### src/rtl/hazard_pkg.sv
// Shared types for the RV32I hazard controller: forwarding select codes,
// memory-wait FSM states and the hard-wired zero register index.
package hazard_pkg;

   typedef enum logic [1:0] {
      FWD_RF  = 2'b00,
      FWD_WB  = 2'b01,
      FWD_MEM = 2'b10
   } fwd_sel_t;

   typedef enum logic [1:0] {
      RUN      = 2'b00,
      MEM_WAIT = 2'b01,
      FAULT    = 2'b10
   } hz_state_t;

   localparam int REG_X0 = 0;

endpackage

### src/rtl/forward_select.sv
// Operand forwarding select for one Execute source register.
// Memory-stage result has priority over Writeback; x0 never forwards.
module forward_select
   import hazard_pkg::*;
#(
   parameter int REG_ADDR_W = 5
) (
   input  logic [REG_ADDR_W-1:0] rs_e,
   input  logic [REG_ADDR_W-1:0] rd_m,
   input  logic                  reg_write_m,
   input  logic [REG_ADDR_W-1:0] rd_w,
   input  logic                  reg_write_w,
   output fwd_sel_t              fwd_sel
);

   localparam logic [REG_ADDR_W-1:0] X0 = REG_ADDR_W'(REG_X0);

   always_comb begin
      fwd_sel = FWD_RF;
      if (reg_write_m && (rd_m != X0) && (rd_m == rs_e)) begin
         fwd_sel = FWD_MEM;
      end else if (reg_write_w && (rd_w != X0) && (rd_w == rs_e)) begin
         fwd_sel = FWD_WB;
      end
   end

endmodule

### src/rtl/hazard_ctrl.sv
// Pipeline hazard controller: forwarding selects, load-use/branch stall-flush, and a
// data-memory wait FSM with timeout watchdog. HAZARD_STATS_EN adds stall/flush counters.
module hazard_ctrl
   import hazard_pkg::*;
#(
   parameter int REG_ADDR_W  = 5,
   parameter int MEM_TIMEOUT = 64
) (
   input  logic                  clk,
   input  logic                  rst,
   input  logic [REG_ADDR_W-1:0] rs1_d,
   input  logic [REG_ADDR_W-1:0] rs2_d,
   input  logic [REG_ADDR_W-1:0] rs1_e,
   input  logic [REG_ADDR_W-1:0] rs2_e,
   input  logic [REG_ADDR_W-1:0] rd_e,
   input  logic                  load_e,
   input  logic                  pc_src_e,
   input  logic [REG_ADDR_W-1:0] rd_m,
   input  logic                  reg_write_m,
   input  logic [REG_ADDR_W-1:0] rd_w,
   input  logic                  reg_write_w,
   input  logic                  mem_req_m,
   input  logic                  mem_ready_m,
   output logic [1:0]            forward_a_e,
   output logic [1:0]            forward_b_e,
   output logic                  stall_f,
   output logic                  stall_d,
   output logic                  stall_e,
   output logic                  stall_m,
   output logic                  stall_w,
   output logic                  flush_d,
   output logic                  flush_e,
`ifdef HAZARD_STATS_EN
   output logic [31:0]           stall_cycles,
   output logic [31:0]           flush_count,
`endif
   output logic                  mem_timeout
);

   localparam int CNT_W = $clog2(MEM_TIMEOUT + 1);
   localparam logic [REG_ADDR_W-1:0] X0 = REG_ADDR_W'(REG_X0);
   localparam logic [CNT_W-1:0] CNT_LAST = CNT_W'(MEM_TIMEOUT - 1);

   hz_state_t        state_q, state_d;
   logic [CNT_W-1:0] cnt_q, cnt_d;
   logic             mem_timeout_q, mem_timeout_d;
   fwd_sel_t         fwd_a, fwd_b;
   logic             lu, mw;

   forward_select #(.REG_ADDR_W(REG_ADDR_W)) u_fwd_a (
      .rs_e        (rs1_e),
      .rd_m        (rd_m),
      .reg_write_m (reg_write_m),
      .rd_w        (rd_w),
      .reg_write_w (reg_write_w),
      .fwd_sel     (fwd_a)
   );

   forward_select #(.REG_ADDR_W(REG_ADDR_W)) u_fwd_b (
      .rs_e        (rs2_e),
      .rd_m        (rd_m),
      .reg_write_m (reg_write_m),
      .rd_w        (rd_w),
      .reg_write_w (reg_write_w),
      .fwd_sel     (fwd_b)
   );

   assign forward_a_e = rst ? FWD_RF : fwd_a;
   assign forward_b_e = rst ? FWD_RF : fwd_b;

   assign lu = load_e && (rd_e != X0) && ((rd_e == rs1_d) || (rd_e == rs2_d));
   assign mw = mem_req_m && !mem_ready_m && (state_q != FAULT);

   always_ff @(posedge clk or posedge rst) begin
      if (rst) begin
         state_q       <= RUN;
         cnt_q         <= '0;
         mem_timeout_q <= 1'b0;
      end else begin
         state_q       <= state_d;
         cnt_q         <= cnt_d;
         mem_timeout_q <= mem_timeout_d;
      end
   end

   always_comb begin
      state_d       = state_q;
      cnt_d         = cnt_q;
      mem_timeout_d = mem_timeout_q;
      case (state_q)
         RUN: begin
            if (mw) begin
               state_d = MEM_WAIT;
               cnt_d   = CNT_W'(1);
            end
         end
         MEM_WAIT: begin
            if (mem_ready_m) begin
               state_d = RUN;
               cnt_d   = '0;
            end else if (cnt_q == CNT_LAST) begin
               state_d       = FAULT;
               mem_timeout_d = 1'b1;
            end else begin
               cnt_d = cnt_q + CNT_W'(1);
            end
         end
         FAULT: begin
            mem_timeout_d = 1'b1;
         end
         default: begin
            state_d = RUN;
            cnt_d   = '0;
         end
      endcase
   end

   // A memory wait freezes the whole pipe; load-use and redirect are re-evaluated once it releases.
   always_comb begin
      stall_f = 1'b0;
      stall_d = 1'b0;
      stall_e = 1'b0;
      stall_m = 1'b0;
      stall_w = 1'b0;
      flush_d = 1'b0;
      flush_e = 1'b0;
      if (!rst) begin
         if (mw) begin
            stall_f = 1'b1;
            stall_d = 1'b1;
            stall_e = 1'b1;
            stall_m = 1'b1;
            stall_w = 1'b1;
         end else begin
            stall_f = lu && !pc_src_e;
            stall_d = lu && !pc_src_e;
            flush_d = pc_src_e;
            flush_e = lu || pc_src_e;
         end
      end
   end

   assign mem_timeout = mem_timeout_q;

`ifdef HAZARD_STATS_EN
   logic [31:0] stall_cycles_q, stall_cycles_d;
   logic [31:0] flush_count_q, flush_count_d;

   always_ff @(posedge clk or posedge rst) begin
      if (rst) begin
         stall_cycles_q <= '0;
         flush_count_q  <= '0;
      end else begin
         stall_cycles_q <= stall_cycles_d;
         flush_count_q  <= flush_count_d;
      end
   end

   always_comb begin
      stall_cycles_d = stall_cycles_q;
      flush_count_d  = flush_count_q;
      if (stall_f && (stall_cycles_q != 32'hFFFF_FFFF)) begin
         stall_cycles_d = stall_cycles_q + 32'd1;
      end
      if (flush_e && (flush_count_q != 32'hFFFF_FFFF)) begin
         flush_count_d = flush_count_q + 32'd1;
      end
   end

   assign stall_cycles = stall_cycles_q;
   assign flush_count  = flush_count_q;
`endif

endmodule

### config.mk
export PLATFORM = sky130hd
export DESIGN_NAME = hazard_ctrl
export DESIGN_NICKNAME = d
export VERILOG_FILES = /design/src/rtl/hazard_pkg.sv /design/src/rtl/forward_select.sv /design/src/rtl/hazard_ctrl.sv
export SDC_FILE = /design/constraint.sdc
export NUM_CORES = 1
export LEC_CHECK = 0
export BUFFER_PORTS_ARGS = -buffer_cell sky130_fd_sc_hd__buf_4
export CAP_MARGIN = 20
export CORE_ASPECT_RATIO = 1.4
export CORE_MARGIN = 10
export CORE_UTILIZATION = 47
export CTS_CLUSTER_SIZE = 40
export DETAILED_ROUTE_END_ITERATION = 7
export GPL_TIMING_DRIVEN = 0
export PLACE_DENSITY_LB_ADDON = 0.08
export REMOVE_ABC_BUFFERS = 1
export SYNTH_ARGS = -nofsm -noshare
export SYNTH_HDL_FRONTEND = slang
export SYNTH_HIERARCHICAL = 1
export SYNTH_SLANG_ARGS = --single-unit
export TNS_END_PERCENT = 10
### constraint.sdc
create_clock -name clk -period 4.51 [get_ports clk]
set_input_delay 0.6765 -clock clk [delete_from_list [all_inputs] [get_ports clk]]
set_output_delay 0.6765 -clock clk [all_outputs]
set_load 0.01 [all_outputs]
# --- After elaboration in Yosys (flattened, before gate mapping) ---
# Index checks and enable logic that the tools add are counted.
totals:
  ff_bits: 10
  output_inout_bits: 12
  elab_cells: 68
op_classes:
  add_sub_neg: 1
  n_eq_ne: 15
  n_mux: 25
  n_bitwise: 1
  reduce_logical: 23
ops:
  columns: ["operator", "count"]
  rows:
  - ["$eq A5 B5 Y1", 6]
  - ["$mux W7", 3]
  - ["$pmux W7 S3", 1]
  - ["$reduce_bool A5 Y1", 3]
  - ["$mux W2", 7]
  - ["$mux W1", 12]
  - ["$logic_and A1 B1 Y1", 11]
  - ["$reduce_and A3 Y1", 3]
  - ["$ne A2 B2 Y1 const B", 4]
  - ["$add A7 B1 Y7 const B", 1]
  - ["$eq A7 B6 Y1 const B", 1]
  - ["$ne A3 B3 Y1 const B", 2]
  - ["$pmux W2 S3", 1]
  - ["$eq A2 B1 Y1 const B", 1]
  - ["$eq A2 B2 Y1 const B", 1]
  - ["$logic_not A1 Y1", 2]
  - ["$logic_not A2 Y1", 1]
  - ["$logic_or A1 B1 Y1", 2]
  - ["$pmux W1 S2", 1]
  - ["$reduce_bool A2 Y1", 1]
  - ["$not A1 Y1", 1]

# --- Longest topological paths before layout ---
logic_depth:
  ltp_word: 6
  mapped_depth: 5

# --- Modules after synthesis ---
# Netlist, hierarchy kept.
by_module_without_submodules:
  columns: ["mod", "n_inst", "cells_each", "area_per_inst_um2", "seq_area_each_um2"]
  rows:
  - ["hazard_ctrl", 1, 90, 760.7, 250.2]
  - ["forward_select", 2, 20, 151.4, 0.0]

# --- Worst setup path after synthesis ---
# Ideal clock, no wire load.
synth_path:
  path_type: "input to output"
  from: "input port rd_e[1]"
  to: "output port stall_f"
  arrival_ns: 1.752
  required_ns: 3.833
  slack_ns: 2.082
  cell_stages: 5
  cell_sequence: "or4_1 > o21ai_0 > or3_1 > o22ai_1 > buf_4"
synth_via:
  elab_chain_cells: 6
synth_lines:
  columns: ["element", "line_no", "text"]
  rows:
  - ["start, declared", "hazard_ctrl.sv:15", "input logic [REG_ADDR_W-1:0] rd_e,"]
  - ["$eq A5 B5 Y1 / $reduce_bool A5 Y1 (equally long branches)", "hazard_ctrl.sv:71", "assign lu = load_e && (rd_e != X0) && ((rd_e == rs1_d) || (rd_e == rs2_d));"]
  - ["$logic_or A1 B1 Y1 / $logic_and A1 B1 Y1 (equally long branches)", "hazard_ctrl.sv:71", null]
  - ["$logic_and A1 B1 Y1 (*)", "hazard_ctrl.sv:71", null]
  - ["$logic_and A1 B1 Y1 (*)", null, null]
  - ["$mux W1 (*) (2 in series)", null, null]
  - ["end, declared", "hazard_ctrl.sv:26", "output logic stall_f,"]
# Every way passes the cells marked *; elsewhere a longest branch is shown, timed or not.

# --- Worst setup path in the final report ---
layout_path:
  from: "input port rd_e[1]"
  to: "output port stall_f"
layout_via:
  elab_chain_cells: 6
layout_lines:
  columns: ["element", "line_no", "text"]
  rows:
  - ["$eq A5 B5 Y1 / $reduce_bool A5 Y1 (equally long branches)", "hazard_ctrl.sv:71", null]
  - ["$logic_or A1 B1 Y1 / $logic_and A1 B1 Y1 (equally long branches)", "hazard_ctrl.sv:71", null]
  - ["$logic_and A1 B1 Y1 (*)", "hazard_ctrl.sv:71", null]
  - ["$logic_and A1 B1 Y1 (*)", "hazard_ctrl.sv:135", "stall_f = lu && !pc_src_e;"]
  - ["$mux W1 (*)", "hazard_ctrl.sv:128", "if (mw) begin"]
  - ["$mux W1 (*)", "hazard_ctrl.sv:127", "if (!rst) begin"]
# Marks and branches as above.

==> metrics.md <==
| Metric | Value |
|---|---|
| Via count | `1,118` |
| Routed length on met3 | `236 um` |
| Distinct cells, synth | `39` |
| DRC marker count from the first detailed-route iteration | `18` |
| Max Root-Sink Buffers | `2` |
| Routability cong. | `0.776` |
| Top-count cell post-synth | `xor2_1` |
| Ys flop type | `dfrtp_1` |
| Slew headroom | `45.6%` |
| Num CTS Buffers | `3` |
| Final worst setup slack | `1900 ps` |
| Setup TNS | `0 ps` |
| Chip height | `76.3 um` |
| Nature of the critical path endpoint | `output port` |
| Largest net degree at the start of global routing | `13` |
| Final hold slack | `423 ps` |
| Layout cells sized above 1 | `37.7%` |
| Post-Route M1 WL | `1200 um` |
| Hold buffer count at CTS | `0` |
| DR vias/cell | `5.45` |
| Final setup fails | `0` |
| Slew Viols, Final | `0` |
| Router iterations before antenna repair | `4` |
| # diodes | `0` |
| Synth Register Bits | `10` |
| H-tree levels | `1` |
| Post-DP HPWL | `2680 um` |
| Hold Crit Class | `primary input to async pin` |
| # IOs | `55` |
| Post-Route Skew | `8.07 ps` |
| CP Launch Type | `primary input` |
| Final net count | `228` |
| Max Cap Violations | `0` |
| Clock root cell | `clkbuf_4` |
| Slew @ Worst Pin | `815 ps` |
| Post-route minimum period | `2610 ps` |
| Crit path kind | `primary input to output port` |
| CP required | `3830 ps` |
| DRT antenna net count | `0` |
| Mapped cell area | `0.00106 mm^2` |
| CTS tree | `yes` |
| Leakage | `0.675 nW` |
| Total power | `0.285 mW` |
| R2R Setup Slk | `2790 ps` |
| P&R area growth vs syn | `41.3%` |
| First-pass GRT wire length | `5050 um` |
| Drc violations | `0` |
| Total Routing Usage GR | `13.3%` |
| Worst VDD drop | `0.000181 V` |
| Met2 WL post-DR | `1590 um` |
| Syn Inst Count | `130` |
| Grt ovf | `0` |
| Fin crit share | `57.8%` |
| Die span in x | `60.2 um` |
| Clk sinks | `10` |
| Synthesis Warnings | `6` |
| Synth async-reset ratio | `100%` |
| Arr. time, crit path | `1930 ps` |
| Status | `finished, final reports clean` |
| Top post-synthesis cells by area | `dfrtp_1 24%, xor2_1 13%, xnor2_1 8.2%, nand2_1 4.9%, nor2_1 3.5%` |
| Drt total wl | `3080 um` |
| Area leader, netlist | `dfrtp_1` |
| # rows | `20` |
| Worst-Skew Late Latency | `280 ps` |
| Clock transition at the registers of the reported paths | `70 ps` |
| Average wire per standard cell | `15.0 um` |
| Hold Vio Cnt, Final | `0` |
| Seq/Total Area, Yosys | `23.5%` |
| Fillers | `182` |
| Fmax achieved | `383 MHz` |
| Pwr per Cell Area | `189 mW/mm^2` |
| Initial antenna violation count | `0` |
| # port buffers | `54` |
| Worst-path maximum fanout | `3` |
| Synth Area per Inst | `8.18 um^2` |
| Vias in the first global route | `1,112` |
| Share of the synthesized area in the top cell type | `23.5%` |
| Max Used Layer | `met4` |
| Die Footprint | `0.00459 mm^2` |
| RSZ-0062 raised after global routing | `false` |
| Starting Density | `48.9%` |
| Most frequent cells after synthesis | `16 x xor2_1, 14 x nand2_1, 10 x dfrtp_1, 10 x nor2_1, 10 x xnor2_1` |
| Core area | `0.00218 mm^2` |
| Post-cts resize count | `0` |
| Postcts setup bufs | `0` |
| Pre-CTS setup slack | `1910 ps` |
| EDFF count, synth | `0` |
final timing paths:
check,from,to,depth (start not counted)
worst max-delay path,rd_e[1],stall_f,6
worst min-delay path,rst,cnt_q[2],2
worst max register to register,state_q[0],cnt_q[4],3
worst min register to register,cnt_q[5],cnt_q[5],1
max in group asynchronous,rst,state_q[0],2
min in group clk,cnt_q[5],cnt_q[5],1
cell type report:
class | instances | area, um^2 | area share, %
Multi-Input combinational cell | 110 | 764 | 50.9
Timing Repair Buffer | 54 | 405 | 27.0
Sequential cell | 10 | 250 | 16.7
Clock buffer | 4 | 36.3 | 2.41
Tap cell | 22 | 27.5 | 1.83
Inverter | 5 | 18.8 | 1.25
report_power, final:
group | internal [mW] | switching, mW
registers | 0.0942 | 0.00751
logic | 0.0541 | 0.0465
clock network | 0.0491 | 0.0332
sequential cells by signal (all words and copies together) (netlist names):
signal       count
cnt_q            7
state_q          2
mem_timeout      1
logic make-up (layout without fill, tap and decap cells):
group | Yosys count | in the layout | share of synthesized area, %
AO/OA/AOI/OAI | 29 | 29 | 21.6
XOR/XNOR | 26 | 26 | 21.4
adder cells (fa/ha/maj) | 1 | 1 | 1.18
buffers and inverters | 10 | 63 | 4.59
flip-flops | 10 | 10 | 23.5
multiplexers | 1 | 1 | 0.941
AND/OR/NAND/NOR | 53 | 53 | 26.7
through the flow:
stage | utilization (%) | cell area, um^2 | std cells
3_3_place_gp | 67.4 | 1470 | 201
3_5_place_dp | 67.4 | 1470 | 201
2_1_floorplan | - | 1030 | 125
5_1_grt | 69.0 | 1500 | 205
4_1_cts | 69.0 | 1500 | 205
6_report | 69.0 | 1500 | 205
routing by layer:
metal	GRT usage (%)	up-vias
met4	6.76	0
met1	13.5	507
li1	-	571
met2	23.5	34
met5	0	-
met3	3.17	6
critical path: stages:
cell	delay [ps]
buf_4	120
or4_1	520
o21ai_0	230
or3_1	140
o22ai_1	70
buf_4	160
placed cells by master (no fill, tap or decap):
| master | n |
|---|---|
| o41ai_1 | 1 |
| inv_1 | 5 |
| a211oi_2 | 2 |
| o32ai_2 | 1 |
| or4_1 | 1 |
| or3_1 | 1 |
| o31a_2 | 1 |
| dfrtp_1 | 10 |
| a211oi_1 | 2 |
| nor3b_1 | 1 |
| nand3_1 | 5 |
| nor2b_1 | 5 |
| nand3b_1 | 1 |
| a31oi_1 | 1 |
| o21ai_0 | 5 |
| and3_2 | 1 |
| clkbuf_8 | 1 |
| ha_1 | 1 |
| clkbuf_4 | 3 |
| nand4_1 | 1 |
| nor3_1 | 6 |
| a22oi_1 | 1 |
| nor3_2 | 2 |
| nor4_1 | 2 |
| mux2i_1 | 1 |
| a21oi_1 | 6 |
| o41ai_2 | 2 |
| xor2_1 | 16 |
| nor3_4 | 1 |
| o21a_1 | 2 |
| nand3_2 | 1 |
| a2111oi_0 | 1 |
| nand2b_1 | 1 |
| buf_4 | 54 |
| nor2_1 | 10 |
| o22a_1 | 1 |
| o22ai_1 | 2 |
| a41oi_1 | 1 |
| nand2_1 | 14 |
| xnor2_1 | 10 |
Power figures use the tool's default switching activity.
